[src/rtl/nibble_serial_adder_pkg.sv]
// Shared types and helpers for the nibble-serial multi-precision adder.
package nibble_serial_adder_pkg;

  localparam int NIBBLE_W = 4;

  typedef enum logic [1:0] {
    IDLE = 2'd0,
    RUN  = 2'd1,
    DONE = 2'd2
  } state_e;

  // Slice index width; a single-slice adder still needs a 1-bit index.
  function automatic int idx_width(input int nibbles);
    return (nibbles > 1) ? $clog2(nibbles) : 1;
  endfunction

endpackage

[src/rtl/ripple_carry_lookahead_adder.sv]
// 4-bit carry-lookahead adder stage: all carries derived from generate/propagate terms.
module ripple_carry_lookahead_adder (
  input  logic [3:0] A,
  input  logic [3:0] B,
  input  logic       Cin,
  output logic [3:0] Sum,
  output logic       Cout
);

  logic [3:0] g;
  logic [3:0] p;
  logic [4:0] c;

  assign g = A & B;
  assign p = A ^ B;

  assign c[0] = Cin;
  assign c[1] = g[0] | (p[0] & c[0]);
  assign c[2] = g[1] | (p[1] & g[0]) | (p[1] & p[0] & c[0]);
  assign c[3] = g[2] | (p[2] & g[1]) | (p[2] & p[1] & g[0])
              | (p[2] & p[1] & p[0] & c[0]);
  assign c[4] = g[3] | (p[3] & g[2]) | (p[3] & p[2] & g[1])
              | (p[3] & p[2] & p[1] & g[0])
              | (p[3] & p[2] & p[1] & p[0] & c[0]);

  assign Sum  = p ^ c[3:0];
  assign Cout = c[4];

endmodule

[src/rtl/nibble_serial_adder.sv]
// WIDTH-bit adder that walks one 4-bit slice per cycle through a single CLA stage,
// carrying between slices in a register; valid/ready on both request and result.
module nibble_serial_adder
  import nibble_serial_adder_pkg::*;
#(
  parameter int WIDTH = 16
) (
  input  logic             clk,
  input  logic             rst_n,
  input  logic             start_valid,
  output logic             start_ready,
  input  logic [WIDTH-1:0] A,
  input  logic [WIDTH-1:0] B,
  input  logic             Cin,
  output logic [WIDTH-1:0] Sum,
  output logic             Cout,
  output logic             done_valid,
  input  logic             done_ready
);

  localparam int NIBBLES = WIDTH / NIBBLE_W;
  localparam int IDX_W   = idx_width(NIBBLES);
  localparam logic [IDX_W-1:0] IDX_LAST = IDX_W'(NIBBLES - 1);

  if ((WIDTH < NIBBLE_W) || ((WIDTH % NIBBLE_W) != 0)) begin : g_bad_width
    $error("nibble_serial_adder: WIDTH must be a multiple of 4 and >= 4");
  end

  state_e             state;
  state_e             state_nxt;
  logic [IDX_W-1:0]   idx;
  logic [WIDTH-1:0]   a_q;
  logic [WIDTH-1:0]   b_q;
  logic               carry_q;
  logic [WIDTH-1:0]   sum_q;
  logic               cout_q;

  logic [NIBBLE_W-1:0] cla_a;
  logic [NIBBLE_W-1:0] cla_b;
  logic [NIBBLE_W-1:0] cla_sum;
  logic                cla_cout;
  logic                accept;
  logic                last;

  assign accept = (state == IDLE) && start_valid;
  assign last   = (idx == IDX_LAST);

  assign cla_a = a_q[idx*NIBBLE_W +: NIBBLE_W];
  assign cla_b = b_q[idx*NIBBLE_W +: NIBBLE_W];

  ripple_carry_lookahead_adder u_cla (
    .A    (cla_a),
    .B    (cla_b),
    .Cin  (carry_q),
    .Sum  (cla_sum),
    .Cout (cla_cout)
  );

  always_comb begin
    state_nxt = state;
    case (state)
      IDLE:    if (accept) state_nxt = RUN;
      RUN:     if (last) state_nxt = DONE;
      DONE:    if (done_ready) state_nxt = IDLE;
      default: state_nxt = IDLE;
    endcase
  end

  always_ff @(posedge clk) begin
    if (!rst_n) begin
      state   <= IDLE;
      idx     <= '0;
      a_q     <= '0;
      b_q     <= '0;
      carry_q <= 1'b0;
      sum_q   <= '0;
      cout_q  <= 1'b0;
    end else begin
      state <= state_nxt;
      case (state)
        IDLE: begin
          if (accept) begin
            a_q     <= A;
            b_q     <= B;
            carry_q <= Cin;
            idx     <= '0;
            sum_q   <= '0;
            cout_q  <= 1'b0;
          end
        end
        RUN: begin
          sum_q[idx*NIBBLE_W +: NIBBLE_W] <= cla_sum;
          carry_q <= cla_cout;
          // Hold idx on the final slice so it never leaves 0..NIBBLES-1.
          if (last) cout_q <= cla_cout;
          else      idx    <= idx + 1'b1;
        end
        default: ;
      endcase
    end
  end

  assign start_ready = (state == IDLE);
  assign done_valid  = (state == DONE);
  assign Sum         = sum_q;
  assign Cout        = cout_q;

endmodule

[config.mk]
export PLATFORM = sky130hd
export DESIGN_NAME = nibble_serial_adder
export DESIGN_NICKNAME = d
export VERILOG_FILES = /design/src/rtl/nibble_serial_adder_pkg.sv /design/src/rtl/ripple_carry_lookahead_adder.sv /design/src/rtl/nibble_serial_adder.sv
export SDC_FILE = /design/constraint.sdc
export NUM_CORES = 1
export LEC_CHECK = 0
export ABC_CLOCK_PERIOD_IN_PS = 2900
export CAP_MARGIN = 10
export CORE_AREA = 3 3 71 80
export CTS_BUF_LIST = sky130_fd_sc_hd__clkbuf_2
export CTS_CLUSTER_SIZE = 25
export DETAILED_ROUTE_END_ITERATION = 10
export DIE_AREA = 0 0 74 83
export HOLD_SLACK_MARGIN = 0.1
export PLACE_DENSITY = 0.8
export SYNTH_ARGS = -nofsm -noshare
export SYNTH_HDL_FRONTEND = slang
export SYNTH_HIERARCHICAL = 1
export SYNTH_SLANG_ARGS = --single-unit
[constraint.sdc]
create_clock -name clk -period 2.9 [get_ports clk]
set_input_delay 0.29 -clock clk [delete_from_list [all_inputs] [get_ports clk]]
set_output_delay 0.29 -clock clk [all_outputs]
set_load 0.05 [all_outputs]
==> results of run 1 <==
-- through the flow --
step / hold slack [ps] / utilization (%) / power (mW) / setup WS [ps]
6_report: 413 / 63.5 / 1.35 / 337
5_1_grt: 414 / 63.5 / 1.41 / 220
4_1_cts: 403 / 63.5 / 1.35 / 331
3_5_place_dp: 464 / 62.7 / 1.08 / 378
3_3_place_gp: 465 / 62.7 / 1.08 / 459
2_1_floorplan: 436 / - / 0.987 / 475
-- worst paths after layout --
path              startpoint  endpoint  slack, ps
setup / recovery      idx[0]   Sum[11]        340
hold / removal           Cin   carry_q        410
setup reg to reg      idx[0]   Sum[11]        340
hold reg to reg         Cout      Cout        490
-- synth_stat cells, types with 3 or more instances --
master	n
a21boi_1	3
a21o_1	7
a32o_1	16
buf_4	3
buf_6	3
clkbuf_1	7
dfxtp_1	54
ha_1	10
inv_1	9
mux2i_1	32
mux4_2	8
nand2_1	11
nor2_1	3
nor2b_1	33
-- critical path, stage by stage (launching register included) --
cell and delay (ps):
dfxtp_1 440, buf_4 260, mux4_2 540, ha_1 360, a21o_1 190, a31o_1 200
xor2_1 350, a32o_1 190
-- area by class of cell --
| class | count | area, um2 | share of cell area [%] |
|---|---|---|---|
| Sequential cell | 54 | 1080 | 34.3 |
| Timing Repair Buffer | 60 | 588 | 18.7 |
| Inverter | 9 | 33.8 | 1.07 |
| Multi-Input combinational cell | 149 | 1340 | 42.5 |
| Tap cell | 58 | 72.6 | 2.30 |
| Clock buffer | 6 | 30.0 | 0.952 |
| Clock inverter | 2 | 8.76 | 0.278 |
-- routing by layer --
| layer | vias up | GRT usage, % |
|---|---|---|
| li1 | 918 | - |
| met4 | 0 | 6.26 |
| met5 | - | 0 |
| met1 | 864 | 22.4 |
| met3 | 9 | 2.91 |
| met2 | 46 | 29.8 |
-- power by group --
part | internal, mW | switching (mW)
sequential | 0.779 | 0.0261
clock | 0.0594 | 0.219
combinational | 0.136 | 0.126
-- registers in the layout, summed over array words and instances (netlist names) --
register,count
Sum,16
a_q,16
Cout,1
idx,2
state,2
carry_q,1
b_q,16
-- cell families (layout without fill, tap and decap cells) --
family | Yosys count | count (layout)
AO/OA/AOI/OAI | 35 | 35
XOR/XNOR | 3 | 3
adder cells (fa/ha/maj) | 11 | 11
buffers and inverters | 23 | 77
flip-flops | 54 | 54
multiplexers | 40 | 40
AND/OR/NAND/NOR | 60 | 60
==> key figures, run 1 <==
Status
  – Run status: completed

Route
  – Drt total wl: 5.12 mm
  – DR DRC count: 0
  – DR iter-0 viols: 90
  – Top metal layer carrying routed signals: met4
  – Met3 Wirelength: 201 um
  – Antenna-violating nets left: 0
  – First drt pass iteration count: 4
  – Via count: 1837
  – Detailed-route wire length per cell: 15.1 um
  – Met2 WL: 2.54 mm
  – Met1 wire length: 2.29 mm
  – Via/cell ratio: 5.43

Synth
  – Number of flops mapped to enable cells by yosys: 0
  – Netlist cell types: 35
  – Mapped Nets: 274
  – Mux contribution to synthesized area: 19.7%
  – Mapped Area: 2540 um2
  – Cells after synthesis: 226
  – Simple-gate area share of the yosys netlist: 14.3%
  – Synthesized flop and latch total: 54
  – FFs w/ async S/R, synth: 0%
  – Sequential area share after synthesis: 42.6%
  – Post-synthesis adder-cell area fraction: 5.72%
  – Primary FF master, synth: dfxtp_1
  – Yosys warns: 6
  – Synth area leader: dfxtp_1
  – Synth Area in XOR/XNOR: 1.04%
  – Top cells by area, synth: dfxtp_1 (43%), mux2i_1 (13%), nor2b_1 (8.1%)
  – Top cell type's share of synthesized area: 42.6%
  – Largest family of logic cells by synthesized area: multiplexers
  – Synth Area in Compound Gates: 11.8%
  – Synthesized area per cell: 11.2 um2

GRT
  – Overflow after GRT: 0
  – All-Layer GR Usage: 17.7%
  – Largest net degree at the start of global routing: 34
  – First-pass GRT wire length: 8.65 mm
  – Vias in the first global route: 1840
  – Initial antenna violation count: 0

Clocking
  – Sink Count: 54
  – TritonCTS Buffers: 5
  – Clock transition at path regs: 240 ps
  – CTS tree: built
  – # H-tree levels: 2
  – Worst-Skew Late Latency: 420 ps
  – CTS root buffer: clkbuf_2
  – Setup bufs post-CTS: 0
  – Max Buffers Root-to-Sink: 2
  – PostCTS Resize Cnt: 0
  – # hold bufs at CTS: 0

Placement
  – Buffers on Ports: 55
  – Routability cong.: 0.826
  – Final HPWL DP: 3.91 mm
  – Placed Instances: 330
  – Dpl cell area: 3110 um2

STA
  – Actual slew at the worst max-slew pin: 787 ps
  – Final worst path period need: 2560 ps
  – Clock skew: 7.91 ps
  – Slew headroom: 47.4%
  – Fin. max-slew vios: 0
  – Setup TNS: 0 ps
  – Final hold vios: 0
  – # setup viols final: 0
  – FMAX: 0.390 GHz
  – Fin crit share: 88.4%
  – RSZ-0062 raised after global routing: false

Final layout
  – Number of fill cells: 425
  – Non-filler cells, final: 338
  – Most common cell after layout, fill and taps aside: clkdlybuf4s50_1
  – Layout cell share with drive strength beyond 1: 8.21%
  – # nets final: 327
  – Commonest non-fill, non-tap cells in the layout: clkdlybuf4s50_1 (55), dfxtp_1 (54), nor2b_1 (33)
  – Diodes inserted: 0
  – Synthesis-to-layout area growth: 24.3%
  – Final Cell Area: 3150 um2

Setup path
  – Endpoint class of the critical path: flop
  – CP max FO: 15
  – Critical Path Source Type: flop
  – R2R depth: 7
  – Critical path class: reg2reg
  – Critical path arrival: 2950 ps
  – Crit path required time: 3280 ps

Floorplanning
  – Cell row count: 27
  – Vert. Die Dim: 83 um
  – Core Area: 4970 um2
  – Num ports: 56
  – Initial cell density of the core: 51.1%
  – Die footprint: 6140 um2
  – Die W: 74 um

Hold path
  – Worst hold path cell count: 3
  – Worst Hold Class: in2reg

Power
  – PD cells: 427 nW/um2
  – Pleak: 1.24 nW
  – Peak VDD IR: 0.325 mV

Run
  – Max Cap Violations: 0
Power figures use the tool's default switching activity.
==> run 2: changes to the inputs <==
--- a/config.mk
+++ b/config.mk
@@ -6,7 +6,7 @@
 export NUM_CORES = 1
 export LEC_CHECK = 0
 export ABC_CLOCK_PERIOD_IN_PS = 2900
-export CAP_MARGIN = 10
+export CAP_MARGIN = 20
 export CORE_AREA = 3 3 71 80
 export CTS_BUF_LIST = sky130_fd_sc_hd__clkbuf_2
 export CTS_CLUSTER_SIZE = 25
==> results of run 2 <==
The final DEF is identical to that of run 1; final timing and power are the same.
